File: config.mk
export PLATFORM = sky130hd
export DESIGN_NAME = apb_irq_ctrl
export DESIGN_NICKNAME = d
export VERILOG_FILES = /design/src/rtl/irq_ctrl_pkg.sv /design/src/rtl/irq_prio_enc.sv /design/src/rtl/apb_irq_ctrl.sv
export SDC_FILE = /design/constraint.sdc
export NUM_CORES = 1
export LEC_CHECK = 0
export ABC_AREA = 1
export CORE_MARGIN = 1.5
export CORE_UTILIZATION = 42
export CTS_CLUSTER_DIAMETER = 30
export DETAILED_ROUTE_END_ITERATION = 8
export MAX_ROUTING_LAYER = met4
export PLACE_DENSITY = 0.75
export SLEW_MARGIN = 40
export SYNTH_ARGS = -nofsm -noshare
export SYNTH_HDL_FRONTEND = slang
export SYNTH_HIERARCHICAL = 1
export SYNTH_SLANG_ARGS = --single-unit
export TNS_END_PERCENT = 100
File: constraint.sdc
create_clock -name HCLK -period 1.7 [get_ports HCLK]
set_input_delay 0.34 -clock HCLK [delete_from_list [all_inputs] [get_ports HCLK]]
set_output_delay 0.34 -clock HCLK [all_outputs]
set_load 0.05 [all_outputs]
File: src/rtl/irq_ctrl_pkg.sv
// Shared constants and types for the APB interrupt controller.
package irq_ctrl_pkg;

  // Width of an interrupt source id (up to 32 sources).
  localparam int IRQ_ID_W = 5;

  // Register select values, taken from PADDR[4:2].
  localparam logic [2:0] IRQ_PENDING = 3'd0;
  localparam logic [2:0] IRQ_ENABLE  = 3'd1;
  localparam logic [2:0] IRQ_TYPE    = 3'd2;
  localparam logic [2:0] IRQ_ACTIVE  = 3'd3;
  localparam logic [2:0] IRQ_EOI     = 3'd4;
  localparam logic [2:0] IRQ_SWSET   = 3'd5;

  // Request/acknowledge/end-of-interrupt handshake states.
  typedef enum logic [1:0] {
    IDLE  = 2'd0,
    REQ   = 2'd1,
    SERVE = 2'd2
  } irq_state_e;

endpackage

File: src/rtl/irq_prio_enc.sv
// Fixed-priority encoder: the lowest-numbered candidate wins.
module irq_prio_enc
  import irq_ctrl_pkg::*;
#(
  parameter int NUM_IRQ = 8
) (
  input  logic [NUM_IRQ-1:0]  cand_i,
  output logic                valid_o,
  output logic [IRQ_ID_W-1:0] id_o
);

  // Scan from the top down so the lowest set index is the last one written.
  always_comb begin
    valid_o = |cand_i;
    id_o    = '0;
    for (int i = NUM_IRQ - 1; i >= 0; i--) begin
      if (cand_i[i]) begin
        id_o = IRQ_ID_W'(i);
      end
    end
  end

endmodule

File: src/rtl/apb_irq_ctrl.sv
// APB-mapped interrupt controller: per-source edge/level latching, enable
// masking, lowest-id selection and a req/ack/EOI handshake to the core.
module apb_irq_ctrl
  import irq_ctrl_pkg::*;
#(
  parameter int APB_ADDR_WIDTH = 12,
  parameter int NUM_IRQ        = 8
) (
  input  logic                      HCLK,
  input  logic                      HRESET,
  input  logic [APB_ADDR_WIDTH-1:0] PADDR,
  input  logic [31:0]               PWDATA,
  input  logic                      PWRITE,
  input  logic                      PSEL,
  input  logic                      PENABLE,
  output logic [31:0]               PRDATA,
  output logic                      PREADY,
  output logic                      PSLVERR,
  input  logic [NUM_IRQ-1:0]        irq_src_i,
  output logic                      irq_req_o,
  output logic [IRQ_ID_W-1:0]       irq_id_o,
  input  logic                      irq_ack_i
);

  irq_state_e          state_q, state_d;
  logic [IRQ_ID_W-1:0] id_q, id_d;
  logic [NUM_IRQ-1:0]  enable_q, enable_d;
  logic [NUM_IRQ-1:0]  type_q, type_d;
  logic [NUM_IRQ-1:0]  src_q, src_d;
  logic [NUM_IRQ-1:0]  pend_edge_q, pend_edge_d;
  logic [NUM_IRQ-1:0]  swset_q, swset_d;

  logic                wr_en, rd_en, eoi_wr, ack_take;
  logic [2:0]          reg_sel;
  logic [NUM_IRQ-1:0]  wr_data, w1c_mask, swset_mask, id_mask, ack_clr;
  logic [NUM_IRQ-1:0]  pending, cand, pend_nxt, cand_nxt;
  logic                sel_valid, keep_req;
  logic [IRQ_ID_W-1:0] sel_id;
  logic                unused_bits;

  assign PREADY      = 1'b1;
  assign PSLVERR     = 1'b0;
  assign unused_bits = ^{PADDR, PWDATA};

  assign wr_en   = PSEL & PENABLE & PWRITE;
  assign rd_en   = PSEL & PENABLE & ~PWRITE;
  assign reg_sel = PADDR[4:2];
  assign wr_data = PWDATA[NUM_IRQ-1:0];
  assign id_mask = NUM_IRQ'(1) << id_q;

  assign w1c_mask   = (wr_en && reg_sel == IRQ_PENDING) ? wr_data : '0;
  assign swset_mask = (wr_en && reg_sel == IRQ_SWSET) ? wr_data : '0;
  assign eoi_wr     = wr_en && reg_sel == IRQ_EOI;
  assign ack_take   = (state_q == REQ) && irq_ack_i;
  assign ack_clr    = ack_take ? (id_mask & type_q) : '0;

  // Edge sources use the latched flag; level sources follow the wire plus the
  // software-set latch, so their pending bit needs no extra cycle.
  assign pending = (pend_edge_q & type_q) | ((irq_src_i | swset_q) & ~type_q);
  assign cand    = pending & enable_q;

  // What the candidate vector will be after this edge, so a software write
  // that masks or clears the requested id retracts the request immediately.
  assign pend_nxt = (pend_edge_d & type_q) | ((irq_src_i | swset_d) & ~type_q);
  assign cand_nxt = pend_nxt & enable_d;
  assign keep_req = |(cand_nxt & id_mask);

  assign irq_req_o = (state_q == REQ);
  assign irq_id_o  = id_q;

  irq_prio_enc #(
    .NUM_IRQ (NUM_IRQ)
  ) u_prio (
    .cand_i  (cand),
    .valid_o (sel_valid),
    .id_o    (sel_id)
  );

  // Register-file next state; on a same-cycle set and clear the set wins.
  always_comb begin
    enable_d = enable_q;
    type_d   = type_q;
    src_d    = irq_src_i;
    if (wr_en && reg_sel == IRQ_ENABLE) begin
      enable_d = wr_data;
    end
    if (wr_en && reg_sel == IRQ_TYPE) begin
      type_d = wr_data;
    end
    pend_edge_d = ((irq_src_i & ~src_q) | swset_mask
                   | (pend_edge_q & ~(w1c_mask | ack_clr))) & type_q;
    swset_d     = (swset_mask | (swset_q & ~w1c_mask)) & ~type_q;
  end

  // Handshake FSM: latch the winner, wait for ack, then wait for EOI.
  always_comb begin
    state_d = state_q;
    id_d    = id_q;
    case (state_q)
      IDLE: begin
        if (sel_valid) begin
          state_d = REQ;
          id_d    = sel_id;
        end
      end
      REQ: begin
        if (irq_ack_i) begin
          state_d = SERVE;
        end else if (!keep_req) begin
          state_d = IDLE;
        end
      end
      SERVE: begin
        if (eoi_wr) begin
          state_d = IDLE;
        end
      end
      default: state_d = IDLE;
    endcase
  end

  // Combinational read mux; quiet outside a read access phase.
  always_comb begin
    PRDATA = '0;
    if (rd_en) begin
      case (reg_sel)
        IRQ_PENDING: PRDATA = 32'(pending);
        IRQ_ENABLE:  PRDATA = 32'(enable_q);
        IRQ_TYPE:    PRDATA = 32'(type_q);
        IRQ_ACTIVE:  PRDATA = {(state_q == SERVE), 26'd0, id_q};
        default:     PRDATA = '0;
      endcase
    end
  end

  // All state flops, cleared asynchronously.
  always_ff @(posedge HCLK or negedge HRESET) begin
    if (!HRESET) begin
      state_q     <= IDLE;
      id_q        <= '0;
      enable_q    <= '0;
      type_q      <= '0;
      src_q       <= '0;
      pend_edge_q <= '0;
      swset_q     <= '0;
    end else begin
      state_q     <= state_d;
      id_q        <= id_d;
      enable_q    <= enable_d;
      type_q      <= type_d;
      src_q       <= src_d;
      pend_edge_q <= pend_edge_d;
      swset_q     <= swset_d;
    end
  end

endmodule

======== After elaboration in Yosys (flattened, before gate mapping) ========
Index checks and enable logic that the tools add are counted.
word-level totals
  register bits after elaboration ......... 47
  bits in latches ......................... 0
  bits in writable memories ............... 0
  memory bits (read-only) ................. 0
  input bits .............................. 58
  output and inout port bits .............. 40
  logic and storage cells ................. 78
  memories kept ........................... 0
operators by class
  add/subtract/negate cells ............... 0
  multipliers ............................. 0
  div/mod/pow operators ................... 0
  order comparisons ....................... 0
  eq/ne operators ......................... 10
  shift-type cells ........................ 1
  mux-type cells .......................... 19
  bitwise operators ....................... 29
  reduce and logical (&&, ||, !) cells .... 12
operator list
  kind                 count
  $pmux 32 s4          1
  $and 8x8->8          13
  $or 8x8->8           8
  $mux 32              1
  $mux 8               4
  $not 8->8            4
  $mux 3               8
  $reduce_or 8->1      2
  $mux 2               4
  $shl 1x5->8 const A  1
  $eq 3x2->1 const B   2
  $eq 3x3->1 const B   2
  $logic_and 1x1->1    6
  $pmux 2 s3           1
  $ne 2x2->1 const B   2
  $and 1x1->1          3
  $eq 3x1->1 const B   1
  $logic_not 3->1      1
  $ne 3x3->1 const B   1
  $reduce_and 3->1     1
  $eq 2x1->1 const B   1
  $eq 2x2->1 const B   1
  $logic_not 2->1      1
  $reduce_and 2->1     1
  $not 1->1            1

======== Logic depth before layout (Yosys ltp) ========
  word-level depth ........................ 17
  depth in mapped cells ................... 14

======== Hierarchy ========
Netlist, hierarchy kept.
modules (own cells, without submodules)
  module        times used  cells each  area an instance (sq um)  sequential area each (sq um)
  apb_irq_ctrl  1           378         2778.9                    1176.1
  irq_prio_enc  1           25          117.6                     0.0

======== Worst setup path before layout ========
OpenSTA, ideal clock, no wires.
  path type ............................... input to output
  start ................................... input PWRITE
  end ..................................... output PRDATA[31]
  arrival time ............................ 2.119 ns
  slack ................................... -0.759 ns
  cell stages on the path ................. 3
  buffers on the path ..................... 0
  path through ............................ inv_1 nand3_1 nor4_1
between the ends
  word-level cells in the longest chain between the ends .. 3
RTL lines
  element      RTL line             text
  from (decl)  apb_irq_ctrl.sv:13   input logic PWRITE,
  $not 1->1    apb_irq_ctrl.sv:46   assign rd_en = PSEL & PENABLE & ~PWRITE;
  $and 1x1->1  apb_irq_ctrl.sv:46
  $mux 32      apb_irq_ctrl.sv:125  if (rd_en) begin
  to (decl)    apb_irq_ctrl.sv:16   output logic [31:0] PRDATA,
Every way passes these cells.

======== Worst setup path after layout ========
  start ................................... register type_q[5]
  end ..................................... output PRDATA[5]
between the ends
  word-level cells in the longest chain between the ends .. 5
  elaborated cells between the ends (all ways) .. 6
  those cells by class .................... mux: 2; bitwise: 4
RTL lines
  element                 RTL line             text
  from (decl)             apb_irq_ctrl.sv:28   logic [NUM_IRQ-1:0] type_q, type_d;
  from (signal assigned)  apb_irq_ctrl.sv:150  type_q <= type_d;
  $not 8->8               apb_irq_ctrl.sv:59   assign pending = (pend_edge_q & type_q) | ((irq_src_i | swset_q) & ~type_q);
  $and 8x8->8             apb_irq_ctrl.sv:59
  $or 8x8->8              apb_irq_ctrl.sv:59
  $pmux 32 s4 (*)         apb_irq_ctrl.sv:126  case (reg_sel)
  $mux 32 (*)             apb_irq_ctrl.sv:125
Every way passes the cells marked *; elsewhere a longest branch is shown, timed or not.

==> results.yml <==
die:
  coreArea_mm2: 0.00672
  io_pins: 98
  start_util_pct: 43.1
  die_w_um: 86.0
  fp-row-count: 30
  die-area_mm2: 0.00740
  die_y_um: 86.0
critical_path:
  r2r_cells: 13
  endpoint_kind: "output port"
  reg2reg_to: "irq_id_o[0]"
  cp-startpoint: "type_q[5]"
  worst-path-max-fanout: 5
  crit_arrival_ns: 1.60
  crit_type: "flop to output port"
  ff2ff_setup_slack_ns: -0.09
  cp_common_cell: "o22ai_2"
  cp-start-kind: "flop"
  r2r_start: "type_q[1]"
  cp_cell_sequence: "inv_2 -> nand2_2 -> o22ai_2 -> o22ai_2 -> a21oi_2 -> nor2_2 -> buf_12"
  slowest_stage: "dfrtp_1"
  crit_required_ns: 1.36
  slowest_delay_ns: 0.41
logic_synthesis:
  yosysTopAreaCell: "dfrtp_1"
  synth-main-ff-cell: "dfrtp_1"
  seq_area_frac_synth_pct: 40.6
  synth.area.top_cells: "dfrtp_1 (41%), inv_1 (8.6%), nand2_1 (8.6%)"
  synth_top_area_share_pct: 40.6
  synth.distinct_cells: 28
  syn_area_mm2: 0.00290
  synth_edf_count: 0
  netlist_instances: 403
  ys_seq_elements: 47
  avgSynthCellArea_um2: 7.19
  yosysWarnings: 6
  synth_common_cells: "inv_1 (66), nand2_1 (66), nor2_1 (55), dfrtp_1 (47), nand3_1 (38)"
  async_flop_share_pct: 100
routing:
  wl_per_cell_um: 14.9
  routed_wl_um: 9360
  drt_iter0_drc: 370
  postRouteAntennaNets: 0
  remaining_drc_errors: 0
  num_vias: 3306
  drtPass1Iterations: 5
  vias_per_cell: 5.26
power_and_ir_drop:
  p_leak_nw: 2.23
  cellPowerDensity_mw_per_mm2: 1070
  ir_worst_vdd_v: 0.000718
  power.total_mw: 4.89
clock_network:
  numClockSinks: 47
  clockBufferDepth: 2
  insertion_delay_ns: 0.31
  cts_buffers: 5
  cts_tree: "done"
  htreeDepth: 2
  cts_hold_buf: 0
  root_buffer: "clkbuf_8"
  clk_pin_slew_ns: 0.10
grt:
  grt_pass1_vias: 3060
  grt_pass1_wl_um: 14300
  track_usage_pct: 25.3
  antenna_found_initial: 0
  overflow: 0
  grt_max_degree: 48
placement:
  gp_congestion: 1.00
  hpwl_um: 6080
  port_buffers: 39
layout:
  drive_above_1_share_pct: 38.8
  fin_util_pct: 68.2
  num_antenna_cells: 0
  nets: 606
  n_fill_cell: 534
  area_delta_synth_final_pct: 58.1
sta:
  hold-worst-slack_ns: -0.00377
  slew_violations: 0
  finalCritPeriodShare_pct: 114
  fin_ws_ns: -0.238
  layout_min_cycle_time_ns: 1.94
  max_freq_mhz: 516
  rsz0062_at_grt: "true"
  hold_viol: 11
  fin_skew_ns: 0.0176
  finalSetupViolCount: 14
job:
  cap_viol_max_count: 0
outcome:
  violations: "hold timing, setup timing"
  status: "complete, but fails checks"
hold_path:
  min_path_type: "primary input to async pin"
==> layout make-up <==
type                    instances  area [um2]  area share (%)
clock buffers                   8         100            2.19
inverters                      67         256            5.60
flip-flops and latches         47        1180            25.7
multi-input cells             282        1620            35.3
well taps                      80         100            2.19
repair buffers                145        1330            29.0
==> registers in the layout, indices dropped and copies added, names as in the netlist <==
| signal | cells |
|---|---|
| swset_q | 8 |
| src_q | 8 |
| type_q | 8 |
| state_q | 2 |
| irq_id_o | 5 |
| pend_edge_q | 8 |
| enable_q | 8 |
==> through the flow <==
stage / worst slack (ns) / area, um2 / TNS (ns) / cells / hold slack (ns)
floorplan: -0.106 / 3030 / -0.421 / 427 / 0.0444
global placement: -0.505 / 3930 / -8.74 / 585 / 0.343
detailed placement: -0.577 / 3930 / -10.87 / 585 / 0.345
CTS: -0.130 / 4390 / -1.00 / 619 / 0.0128
global route: -0.224 / 4580 / -2.44 / 629 / 0.0308
finish: -0.238 / 4580 / -1.31 / 629 / -0.00377
==> how the worst max path moves through the flow <==
stage	end	slack, ns
after detailed placement	state_q[0]	-0.58
after global placement	PRDATA[3]	-0.51
after floorplan	PRDATA[31]	-0.11
after global routing	PRDATA[5]	-0.22
after CTS	PRDATA[1]	-0.13
final	PRDATA[5]	-0.24
==> cells by family after synthesis <==
| logic type | count (synthesis) | synth area share (%) |
|---|---|---|
| AOI/OAI and AO/OA | 72 | 14.3 |
| DFF | 47 | 40.6 |
| other | 3 | 0.389 |
| buffers and inverters | 98 | 16.6 |
| and+or+nand+nor | 183 | 28.2 |
==> cells in the final DEF, fill, tap and decap left out, types with 2 or more instances in the layout <==
master           Yosys  layout
a21oi_1             32      29
a21oi_2              0       3
buf_12               0      14
buf_2                0       2
buf_4               28     101
buf_6                1       8
clkbuf_8             0       7
clkdlybuf4s50_1      0       9
conb_1               3      27
dfrtp_1             47      47
dlygate4sd2_1        0      10
inv_1               66      50
inv_2                1      15
inv_4                0       2
nand2_1             66      57
nand2_2              2      11
nand3_1             38      36
nand3_4              0       2
nand4_1              9       9
nor2_1              55      37
nor2_2               4      17
nor2_4               2       7
nor3_2               1       2
o21a_1               9       9
o21ai_0              6       5
o21ai_1              3       3
o22ai_1             20       3
o22ai_2              0      13
o22ai_4              0       4
==> where the power goes <==
group          leakage, nW  switching (mW)  internal [mW]  total [mW]
sequential           0.580           0.157           1.32        1.48
clock               0.0515           0.382          0.372       0.754
combinational         1.60            1.50           1.16        2.66
total                 2.23            2.04           2.85        4.89
==> layer usage <==
layer	routed length, um	vias up	GRT usage, %	share of wire (%)
li1	-	1544	-	-
met1	3800	1561	31.0	41
met2	4690	164	43.3	50
met3	577	37	3.75	6.2
met4	284	0	7.92	3.0
met5	0	-	-	0
==> critical path, delay by kind of cell (launching register included) <==
family          cells  cell delay [ns]
buf+inv             2             0.27
simple gates        2             0.15
flops               1             0.41
compound gates      3             0.45
==> repair_timing <==
item | 4_1_cts | 5_1_grt
endpoints found under the setup margin | 15 | 15
gates resized for setup | 78 | 27
buffers inserted | 26 | 10
pin swaps | 26 | 24
(Power assumes the default switching activity.)
